--- src/rtl/imem_boot_loader.sv ---
// Boot-time loader for the MIPS instruction memory. It streams words into addresses 0.., pads the rest with NOPs, then releases the core.
// Optional: define IMEM_BOOT_CHECKSUM_EN to add a running checksum of the accepted words.
module imem_boot_loader #(
   parameter int ADDR_W = 10,
   parameter int DATA_W = 32,
   parameter int DEPTH  = 40
) (
   input  logic              clock,
   input  logic              reset_n,
   input  logic              start,
   input  logic [ADDR_W-1:0] load_len,
   input  logic [DATA_W-1:0] in_data,
   input  logic              in_valid,
   output logic              in_ready,
   output logic              mem_we,
   output logic [ADDR_W-1:0] mem_addr,
   output logic [DATA_W-1:0] mem_wdata,
   output logic              cpu_hold,
   output logic              cpu_run,
   output logic              done,
   output logic              error,
`ifdef IMEM_BOOT_CHECKSUM_EN
   output logic [DATA_W-1:0] checksum,
`endif
   output logic [1:0]        dbg_state
);

   // Stream handshake: a word transfers on a rising edge where in_valid & in_ready.
   // in_ready depends only on state, never on in_valid.
   typedef enum logic [1:0] {IDLE = 2'd0, LOAD = 2'd1, FILL = 2'd2, RUN = 2'd3} state_t;

   localparam logic [ADDR_W-1:0] DEPTH_A = ADDR_W'(DEPTH);

   state_t            state_q, state_d;
   logic [ADDR_W-1:0] ptr_q, ptr_d, rem_q, rem_d, ptr_inc;
   logic              we_d, done_d, error_d, len_ok, hs;
   logic [ADDR_W-1:0] addr_d;
   logic [DATA_W-1:0] wdata_d;
`ifdef IMEM_BOOT_CHECKSUM_EN
   logic [DATA_W-1:0] sum_q, sum_d;
   assign checksum = sum_q;
`endif

   assign in_ready  = (state_q == LOAD) && (rem_q != '0);
   assign cpu_hold  = (state_q != RUN);
   assign cpu_run   = (state_q == RUN);
   assign dbg_state = state_q;
   assign len_ok    = (load_len != '0) && (load_len <= DEPTH_A);
   assign hs        = in_valid && in_ready;
   assign ptr_inc   = ptr_q + 1'b1;

   always_comb begin
      state_d = state_q;
      ptr_d   = ptr_q;
      rem_d   = rem_q;
      we_d    = 1'b0;
      addr_d  = mem_addr;
      wdata_d = mem_wdata;
      done_d  = 1'b0;
      error_d = 1'b0;
`ifdef IMEM_BOOT_CHECKSUM_EN
      sum_d   = sum_q;
`endif
      case (state_q)
         IDLE, RUN: begin
            if (start) begin
               if (len_ok) begin
                  state_d = LOAD;
                  ptr_d   = '0;
                  rem_d   = load_len;
`ifdef IMEM_BOOT_CHECKSUM_EN
                  sum_d   = '0;
`endif
               end else begin
                  error_d = 1'b1;
               end
            end
         end
         LOAD: begin
            if (hs) begin
               we_d    = 1'b1;
               addr_d  = ptr_q;
               wdata_d = in_data;
               ptr_d   = ptr_inc;
               rem_d   = rem_q - 1'b1;
`ifdef IMEM_BOOT_CHECKSUM_EN
               sum_d   = sum_q + in_data;
`endif
               if (rem_q == ADDR_W'(1) && ptr_inc < DEPTH_A) state_d = FILL;
            end else if (rem_q == '0) begin
               // Full-depth image: release only after the last write has reached memory.
               state_d = RUN;
               done_d  = 1'b1;
            end
         end
         FILL: begin
            if (ptr_q < DEPTH_A) begin
               we_d    = 1'b1;
               addr_d  = ptr_q;
               wdata_d = '0;
               ptr_d   = ptr_inc;
            end else begin
               state_d = RUN;
               done_d  = 1'b1;
            end
         end
         default: state_d = IDLE;
      endcase
   end

   always_ff @(posedge clock or negedge reset_n) begin
      if (!reset_n) begin
         state_q   <= IDLE;
         ptr_q     <= '0;
         rem_q     <= '0;
         mem_we    <= 1'b0;
         mem_addr  <= '0;
         mem_wdata <= '0;
         done      <= 1'b0;
         error     <= 1'b0;
`ifdef IMEM_BOOT_CHECKSUM_EN
         sum_q     <= '0;
`endif
      end else begin
         state_q   <= state_d;
         ptr_q     <= ptr_d;
         rem_q     <= rem_d;
         mem_we    <= we_d;
         mem_addr  <= addr_d;
         mem_wdata <= wdata_d;
         done      <= done_d;
         error     <= error_d;
`ifdef IMEM_BOOT_CHECKSUM_EN
         sum_q     <= sum_d;
`endif
      end
   end

endmodule

--- config.mk ---
export PLATFORM = sky130hd
export DESIGN_NAME = imem_boot_loader
export DESIGN_NICKNAME = d
export VERILOG_FILES = /design/src/rtl/imem_boot_loader.sv
export SDC_FILE = /design/constraint.sdc
export NUM_CORES = 1
export LEC_CHECK = 0
export CAP_MARGIN = 5
export CORE_ASPECT_RATIO = 0.7
export CORE_MARGIN = 2
export CORE_UTILIZATION = 48
export DETAILED_ROUTE_END_ITERATION = 12
export GPL_TIMING_DRIVEN = 0
export MAX_ROUTING_LAYER = met4
export PLACE_DENSITY = 0.8
export SETUP_SLACK_MARGIN = 0.2
export SYNTH_ARGS = -nofsm -noshare
export SYNTH_HDL_FRONTEND = slang
export SYNTH_SLANG_ARGS = --single-unit
--- constraint.sdc ---
create_clock -name clock -period 7.1 [get_ports clock]
set_input_delay 1.42 -clock clock [delete_from_list [all_inputs] [get_ports clock]]
set_output_delay 1.42 -clock clock [all_outputs]
set_load 0.03 [all_outputs]
# After elaboration in Yosys (flattened, before gate mapping)

Cells that the tools add are included.

Reduce and logical (&&, ||, !) cells: 15
$add $sub $neg: 2
Muxes and demuxes: 32
Eq/ne operators: 12
$lt $le $gt $ge: 3

Operators by type and width:

| kind                    | number |
|---|---|
| $mux W10                | 9 |
| $mux W32                | 2 |
| $pmux W32 S2            | 1 |
| $pmux W10 S2            | 2 |
| $pmux W10 S3            | 1 |
| $lt A10 B6 Y1 const B   | 2 |
| $reduce_bool A10 Y1     | 2 |
| $mux W2                 | 6 |
| $ne A2 B2 Y1 const B    | 6 |
| $add A10 B1 Y10 const B | 1 |
| $eq A10 B1 Y1 const B   | 1 |
| $le A10 B6 Y1 const B   | 1 |
| $logic_not A10 Y1       | 1 |
| $sub A10 B1 Y10 const B | 1 |
| $mux W1                 | 8 |
| $reduce_and A4 Y1       | 2 |
| $ne A3 B2 Y1 const B    | 2 |
| $pmux W2 S3             | 1 |
| $reduce_and A5 Y1       | 1 |
| $eq A2 B2 Y1 const B    | 2 |
| $logic_and A1 B1 Y1     | 4 |
| $pmux W1 S2             | 2 |
| $reduce_bool A2 Y1      | 2 |
| $reduce_and A3 Y1       | 1 |
| other kinds (3)         | 3 |

Bits in registers: 67
Input port bits: 46
Output and inout bits: 50
Logic and storage cells: 72

# Depth between registers and ports, before layout

Gate-level depths: netlist of the first run.

Depth after elaboration: 6
Mapped depth: 10
Gate-level depth less buffers: 8

# Worst setup path after synthesis of the first run

Ideal clock, no wire load.

Kind: input-to-reg
Start point: input load_len[8]
End point: register rem_q[7]
Setup time: 69 ps
Stages on the path: 6
Slack: 3813 ps
Path buffers: 1
Data required time: 7031 ps
Arrival time: 3218 ps
Path through: or4_4 > o41a_1 > nand2b_1 > buf_6 > or4_1 > nand3_1

Word-level cells in the longest chain between the ends: 4
Elaborated cells on any way between the ends: 5
Those cells by class: order compare (1); eq/ne (1); reduce/logical (3)

Ends and longest elaborated chain:

| element                                                     | RTL line | RTL |
|---|---|---|
| from (decl)                                                 | 11       | `input logic [ADDR_W-1:0] load_len,` |
| $le A10 B6 Y1 / $reduce_bool A10 Y1 (equally long branches) | 48       | `assign len_ok = (load_len != '0) && (load_len <= DEPTH_A);` |
| $logic_and A1 B1 Y1 (*)                                     | 48       |  |
| $ne A2 B2 Y1 (no line) (*)                                  | -        |  |
| $reduce_and A4 Y1 (no line) (*)                             | -        |  |
| to (signal assigned)                                        | 127      | `rem_q <= rem_d;` |
| to (decl)                                                   | 35       | `logic [ADDR_W-1:0] ptr_q, ptr_d, rem_q, rem_d, ptr_inc;` |

Every way passes the cells marked *; elsewhere a longest branch is shown, timed or not.
A chain may end at the register's enable or synchronous reset.

# Worst setup path in the final report of the first run

Start point: register state_q[1], in the netlist dbg_state[1]
End point: output in_ready

Word-level cells in the longest chain between the ends: 2

Ends and longest elaborated chain:

| element                | RTL line | RTL |
|---|---|---|
| from (decl)            | 34       | `state_t state_q, state_d;` |
| from (signal assigned) | 125      | `state_q <= state_d;` |
| $eq A2 B1 Y1           | 44       | `assign in_ready = (state_q == LOAD) && (rem_q != '0);` |
| $logic_and A1 B1 Y1    | 44       |  |
| to (decl)              | 14       | `output logic in_ready,` |

No other way between the ends.

==> run_results.csv, run 1 <==
group,metric,value,unit
run_status,status,"finished clean",
drt,drc_errors,0,
global_route,use_met2,35.93,%
timing,drv_slew,0,
timing,worst_slew_pin_slew,0.8531,ns
logic_synthesis,synth_nets,433,
logic_synthesis,synth_commonest_cells,"116 x nand2_1, 67 x dfrtp_1, 46 x o21ai_0, 16 x nor2_1, 13 x clkbuf_1",
clock_network,cts_buffers,9,
logic_synthesis,synth_area_leaders,"dfrtp_1 51%, nand2_1 13%, o21ai_0 7.0%",
floorplanning,start_util,49.16,%
clock_network,cts_root_buf,"clkbuf_8",
clock_network,postCtsSetupBuffers,0,
timing,fin_ws,2.742,ns
clock_network,clk_latency,0.35,ns
pwr,ir_worst_vdd,0.2844,mV
placement,place.detailed.hpwl,6322,um
timing,relSlewSlack,43.13,%
drt,num_vias,3226,
worst_hold_path,worstHoldPathType,"flop to flop",
clock_network,htreeDepth,3,
pwr,power_leakage,2.055,nW
critical_path,endpoint_kind,"output pin",
drt,viasPerCell,5.515,
timing,hold_violations,0,
pwr,powerDensity,531.2,nW/um^2
logic_synthesis,async_flop_share,100.0,%
floorplanning,dieHeight,73.28,um
global_route,grt_use_met1,35.15,%
critical_path,critPathRequiredTime,5.68,ns
clock_network,cts-resized-gates,0,
logic_synthesis,syn_inst,380,
critical_path,path_buf_inv,4,
cells_and_area,areaGrowthSynthToFinish,38.97,%
placement,finalWeightedCongestion,0.8992,
floorplanning,fp.coreArea,6694,um^2
global_route,grt-busiest-layer,"met2",
clock_network,clk_pin_slew_worst_paths,0.07,ns
drt,drt_wl_total,8812,um
logic_synthesis,synthFlopType,"dfrtp_1",
floorplanning,die_width,103.0,um
timing,finalCritPeriodShare,61.38,%
clock_network,clock_path_buffers,2,
critical_path,max_stage_delay,0.73,ns
clock_network,cts_tree,"yes",
critical_path,ff2ff_path_depth,8,
global_route,grt_pass1_vias,2948,
critical_path,reg2reg_to,"ptr_q[5]$_DFFE_PN0P_",
pwr,power_frac_seq,26.9,%
logic_synthesis,ys_warn_count,0,
pwr,internal_power,1.269,mW
logic_synthesis,yosysUniqueCellTypes,45,
global_route,gr-usage-all-layers,25.10,%
drt,drt_iter0_markers,187,
critical_path,cp.depth,6,
drt,drt-pass1-iter-count,5,
critical_path,worst_path_max_delay_cell,"clkdlybuf4s50_1",
critical_path,critPathLaunchType,"flop",
critical_path,ff2ff_setup_slack,4.55,ns
floorplanning,row_count,25,
critical_path,cp_max_fo,10,
timing,fmax,229.4,MHz
cells_and_area,num_antenna_cells,0,
placement,pre_cts_ws,3.203,ns
global_route,grt_max_degree,68,
critical_path,worstSetupEndpoint,"in_ready",
clock_network,cts_sinks,67,
timing,rsz0062_at_grt,"no",
logic_synthesis,synth_area_per_cell,8.660,um^2
logic_synthesis,yosys.area.top_type,"dfrtp_1",
logic_synthesis,synth-edff-count,0,
critical_path,crit_chain,"inv_1 > ha_1 > clkbuf_1 > clkinv_1 > nor2_1 > clkdlybuf4s50_1",
drt,ant_nets,0,
logic_synthesis,synth_top_area_share,50.95,%
global_route,grt_pass1_wl,14150,um
clock_network,hold_buffers,0,
pwr,swShare,47.76,%
timing,setup_violations,0,
cells_and_area,layout.nets,539,
critical_path,arrival,2.94,ns
timing,period_minus_slack,4.358,ns
logic_synthesis,netlist_area,3291,um^2
critical_path,setup.worst_path.class,"flop to output pin",
pwr,switchingPower,1.160,mW
floorplanning,io_pins,96,
placement,io_buffers,95,
job,max_cap_viol_count,0,
logic_synthesis,ys_ff_latch,67,
cells_and_area,drive_above_1_share,6.110,%
global_route,gr-total-overflow,0,
global_route,antenna_found_initial,0,
logic_synthesis,ys_seq_area_share,50.95,%
logic_synthesis,yosysMostFrequentCell,"nand2_1",
pwr,power_frac_comb,58.6,%
critical_path,reg2reg_from,"rem_q[4]$_DFFE_PN0P_",
floorplanning,fp.dieArea,7544,um^2
critical_path,crit_family,"buffers and inverters",
timing,fin_setup_tns,0,ns
critical_path,crit_path_start,"dbg_state[1]$_DFFE_PN0P_",
drt,routedWlPerCell,15.06,um
timing,skew,0.01044,ns
global_route,grt_use_met3,7.326,%
pwr,p_clk_share,14.5,%
[routing by layer]
| layer | wire length (um) | share of wire, % |
|---|---|---|
| met5 | 0 | 0 |
| met4 | 116 | 1.3 |
| met1 | 4119 | 47 |
| met3 | 843 | 9.6 |
| met2 | 3733 | 42 |
[flip-flops by register name (all words and copies together) (netlist names)]
name,count
mem_wdata,32
mem_addr,10
ptr_q,10
rem_q,10
dbg_state,2
done,1
error,1
mem_we,1
[worst min-delay path, stage by stage, from the launching register on]
cell     delay [ns]
dfrtp_1        0.34
nand2_1        0.05
nand2_1        0.06
[cell type report]
cell class              count  area, um^2
clock buffers              10       127.6
flip-flops and latches     67        1677
clock inverters             6       88.84
well taps                  94       117.6
multi-input cells         277        1459
plain buffers              24       110.1
repair buffers             95       948.4
fillers                   562        2121
inverters                  12       45.04
[cells by family after synthesis]
logic type | share of synthesized area [%]
flops | 50.95
buf+inv | 4.715
xor+xnor | 0.2662
fa+ha+maj | 2.661
simple gates | 23.04
compound gates | 17.15
mux | 1.217
[layout by cell type (no fill, tap or decap), types with 2 or more instances in the layout]
master and instances:
inv_1 11, mux2i_1 4, or3_1 5, a22o_1 3
a22oi_1 2, nand2_1 116, clkinvlp_4 2, dfrtp_1 67
nand2b_1 3, clkdlybuf4s50_1 94, o21ai_0 46, ha_1 7
buf_2 10, a21oi_1 12, nor3_1 7, clkbuf_1 14
o31ai_1 3, and2_1 2, or4_1 3, nor2b_1 2
nor4_1 3, nand3_1 9, nor2_1 16, a41oi_1 2
a31oi_1 6, o22a_1 3, nand4_1 2, and3_1 4
clkbuf_8 9, bufinv_16 2
[through the flow]
stage	std cells	util, %	instance area, um^2	hold WS [ns]	power (mW)
finish	585	68.32	4573	0.4747	2.429
global route	585	68.32	4573	0.5050	2.611
CTS	585	68.32	4573	0.4799	2.428
detailed placement	569	65.08	4357	0.4625	2.075
global placement	569	65.12	4359	0.4597	2.024
floorplan	380	-	3291	0.4653	1.571
[worst min-delay path by stage]
stage,from,slack [ns],to,depth (start not counted)
after floorplan,rem_q[1]$_DFFE_PN0P_,0.47,rem_q[1]$_DFFE_PN0P_,2
final,mem_addr[3]$_DFFE_PN0P_,0.47,mem_addr[3]$_DFFE_PN0P_,2
after global placement,mem_addr[1]$_DFFE_PN0P_,0.46,mem_addr[1]$_DFFE_PN0P_,2
after global routing,mem_wdata[20]$_DFFE_PN0P_,0.51,mem_wdata[20]$_DFFE_PN0P_,2
after CTS,mem_addr[3]$_DFFE_PN0P_,0.48,mem_addr[3]$_DFFE_PN0P_,2
after detailed placement,mem_addr[5]$_DFFE_PN0P_,0.46,mem_addr[5]$_DFFE_PN0P_,2
[power groups by stage]
stage	Sequential [mW]	Combinational (mW)	Clock, mW
6_report	0.654	1.42	0.351
5_1_grt	0.672	1.57	0.373
4_1_cts	0.651	1.42	0.354
3_5_place_dp	0.658	1.42	0
3_3_place_gp	0.649	1.38	0
2_1_floorplan	0.853	0.718	0
(Power assumes the default switching activity.)
==> run 2, diff against run 1 <==
--- a/config.mk
+++ b/config.mk
@@ -8,11 +8,11 @@
 export CAP_MARGIN = 5
 export CORE_ASPECT_RATIO = 0.7
 export CORE_MARGIN = 2
-export CORE_UTILIZATION = 48
+export CORE_UTILIZATION = 43
 export DETAILED_ROUTE_END_ITERATION = 12
 export GPL_TIMING_DRIVEN = 0
 export MAX_ROUTING_LAYER = met4
-export PLACE_DENSITY = 0.8
+export PLACE_DENSITY = 0.76
 export SETUP_SLACK_MARGIN = 0.2
 export SYNTH_ARGS = -nofsm -noshare
 export SYNTH_HDL_FRONTEND = slang
==> constraint.sdc (replaced) <==
create_clock -name clock -period 3.8 [get_ports clock]
set_input_delay 0.76 -clock clock [delete_from_list [all_inputs] [get_ports clock]]
set_output_delay 0.76 -clock clock [all_outputs]
set_load 0.03 [all_outputs]
==> run 2 against run 1 <==
Via count decreased by 2.2%. Sequential power increased by 87%. Register-to-register slack got worse by 3.3 ns. Critical path depth decreased by 2. First-iteration DRC count increased by 50%. Power increased by 87%. Largest cell class unchanged. Highest routed layer unchanged.
==> run_results.csv, run 2 (synthesis gave the netlist of run 1 again) <==
group,metric,value,unit
timing,skew,0.01124,ns
cells_and_area,largest_register_ffs,32,
cells_and_area,design_area,4582,um^2
placement,placed_area,4362,um^2
timing,setup_violations,0,
clock_network,clock_path_buffers,2,
clock_network,cts_sinks,67,
drt,routedWlPerCell,15.10,um
timing,whs,0.4761,ns
critical_path,reg2reg_from,"rem_q[5]$_DFFE_PN0P_",
run_status,status,"finished clean",
pwr,p_clk_share,14.4,%
clock_network,cts_root_buf,"clkbuf_8",
critical_path,endpoint_kind,"output pin",
worst_hold_path,hold_start,"mem_addr[8]$_DFFE_PN0P_",
clock_network,postCtsSetupBuffers,0,
timing,finalCritPeriodShare,87.31,%
cells_and_area,areaGrowthSynthToFinish,39.24,%
drt,drt_iter0_markers,281,
critical_path,critPathLaunchType,"flop",
timing,rsz0062_at_grt,"no",
pwr,internal_power,2.372,mW
global_route,grt_pass1_vias,2796,
pwr,swShare,47.83,%
global_route,grt_pass1_wl,14080,um
critical_path,critPathRequiredTime,3.04,ns
timing,hold_violations,0,
clock_network,cts_tree,"yes",
critical_path,ff2ff_path_depth,6,
job,max_cap_viol_count,0,
critical_path,reg2reg_to,"mem_wdata[4]$_DFFE_PN0P_",
cells_and_area,mostFrequentLayoutCells,"116 x nand2_1, 94 x clkdlybuf4s50_1, 67 x dfrtp_1, 46 x o21ai_0, 16 x nor2_1",
critical_path,cp_max_fo,6,
global_route,grt_max_degree,68,
timing,relSlewSlack,42.82,%
pwr,power_frac_comb,58.7,%
placement,finalWeightedCongestion,0.8682,
floorplanning,die_width,108.6,um
drt,viasPerCell,5.358,
clock_network,htreeDepth,3,
floorplanning,row_count,26,
worst_hold_path,holdPathStages,2,
pwr,power_leakage,2.063,nW
floorplanning,start_util,44.76,%
cells_and_area,num_antenna_cells,0,
drt,num_vias,3156,
floorplanning,fp.dieArea,8380,um^2
floorplanning,dieHeight,77.19,um
timing,fmax,301.4,MHz
cells_and_area,largest-register,"mem_wdata",
timing,drv_slew,0,
floorplanning,io_pins,96,
clock_network,clk_pin_slew_worst_paths,0.07,ns
critical_path,setup.worst_path.class,"flop to output pin",
pwr,power_frac_seq,26.9,%
pwr,powerDensity,992.5,nW/um^2
global_route,gr-usage-all-layers,22.28,%
cells_and_area,drive_above_1_share,6.517,%
clock_network,cts_buffers,9,
placement,io_buffers,95,
critical_path,ff2ff_setup_slack,1.28,ns
cells_and_area,layout_commonest_cell,"nand2_1",
pwr,total_power,4.547,mW
global_route,antenna_found_initial,0,
drt,drt-pass1-iter-count,5,
cells_and_area,layout.nets,539,
clock_network,clk_latency,0.35,ns
drt,ant_nets,0,
floorplanning,fp.coreArea,7352,um^2
critical_path,arrival,2.56,ns
pwr,switchingPower,2.175,mW
timing,worst_slew_pin_slew,0.8578,ns
worst_hold_path,worst_hold_path.endpoint,"mem_addr[8]$_DFFE_PN0P_",
worst_hold_path,worstHoldPathType,"flop to flop",
pwr,ir_worst_vdd,0.5824,mV
global_route,gr-total-overflow,0,
timing,period_minus_slack,3.318,ns
placement,place.detailed.hpwl,6348,um
drt,drt_wl_total,8896,um
drt,drc_errors,0,
-- run 2: layout make-up --
cell class	instances	area, um^2
Multi-Input combinational cell	277	1459
Sequential cell	67	1677
Buffer	24	111.4
Clock inverter	6	90.09
Tap cell	98	122.6
Fill cell	658	2770
Timing Repair Buffer	95	948.4
Clock buffer	10	127.6
Inverter	12	46.29
-- run 2: worst max-delay path by stage --
stage	slack (ns)	cells past startpoint	endpoint	startpoint
after floorplan	1.17	6	rem_q[7]$_DFFE_PN0P_	load_len[8]
after global placement	-0.27	1	error$_DFF_PN0_	reset_n
after detailed placement	0.55	7	rem_q[7]$_DFFE_PN0P_	load_len[8]
after CTS	0.28	6	in_ready	dbg_state[1]$_DFFE_PN0P_
after global routing	0.34	6	in_ready	dbg_state[1]$_DFFE_PN0P_
final	0.48	4	in_ready	rem_q[5]$_DFFE_PN0P_
-- run 2: worst max-delay path, stage by stage (launching register included) --
cell             delay [ns]
dfrtp_1                0.44
or4_1                  0.63
nor3_1                 0.38
nor2_1                 0.13
clkdlybuf4s50_1        0.62
-- run 2: timing repair --
action                     4_1_cts  5_1_grt
hold buffers                     0        0
resized for setup                1        2
setup endpoints to repair        1        1
hold endpoints to repair         0        0
-- run 2: metrics by stage --
step,setup WS (ns),setup TNS (ns),cells,util [%]
after floorplan,1.173,0,380,-
after CTS,0.2771,0,589,62.30
final,0.4823,0,589,62.32
after detailed placement,0.5470,0,573,59.33
after global routing,0.3383,0,589,62.32
after global placement,-0.2703,-17.89,573,59.36
-- run 2: power by group through the flow --
stage,clock (mW),combinational [mW],sequential (mW)
after detailed placement,0,2.65,1.23
after floorplan,0,1.34,1.59
after CTS,0.671,2.67,1.22
after global routing,0.705,2.93,1.26
final,0.654,2.67,1.22
after global placement,0,2.59,1.22
-- run 2: layer usage --
metal	share of wire [%]	GRT usage (%)	vias up
li1	-	-	1518
met1	48	32.15	1488
met2	41	30.38	138
met3	8.9	6.633	12
met4	1.1	6.154	0
met5	0	-	-
==> run 3, diff against run 2 <==
--- a/config.mk
+++ b/config.mk
@@ -5,7 +5,7 @@
 export SDC_FILE = /design/constraint.sdc
 export NUM_CORES = 1
 export LEC_CHECK = 0
-export CAP_MARGIN = 5
+export CAP_MARGIN = 20
 export CORE_ASPECT_RATIO = 0.7
 export CORE_MARGIN = 2
 export CORE_UTILIZATION = 43
==> results of run 3 <==
No change in the layout: final DEF, timing and power equal those of run 2.
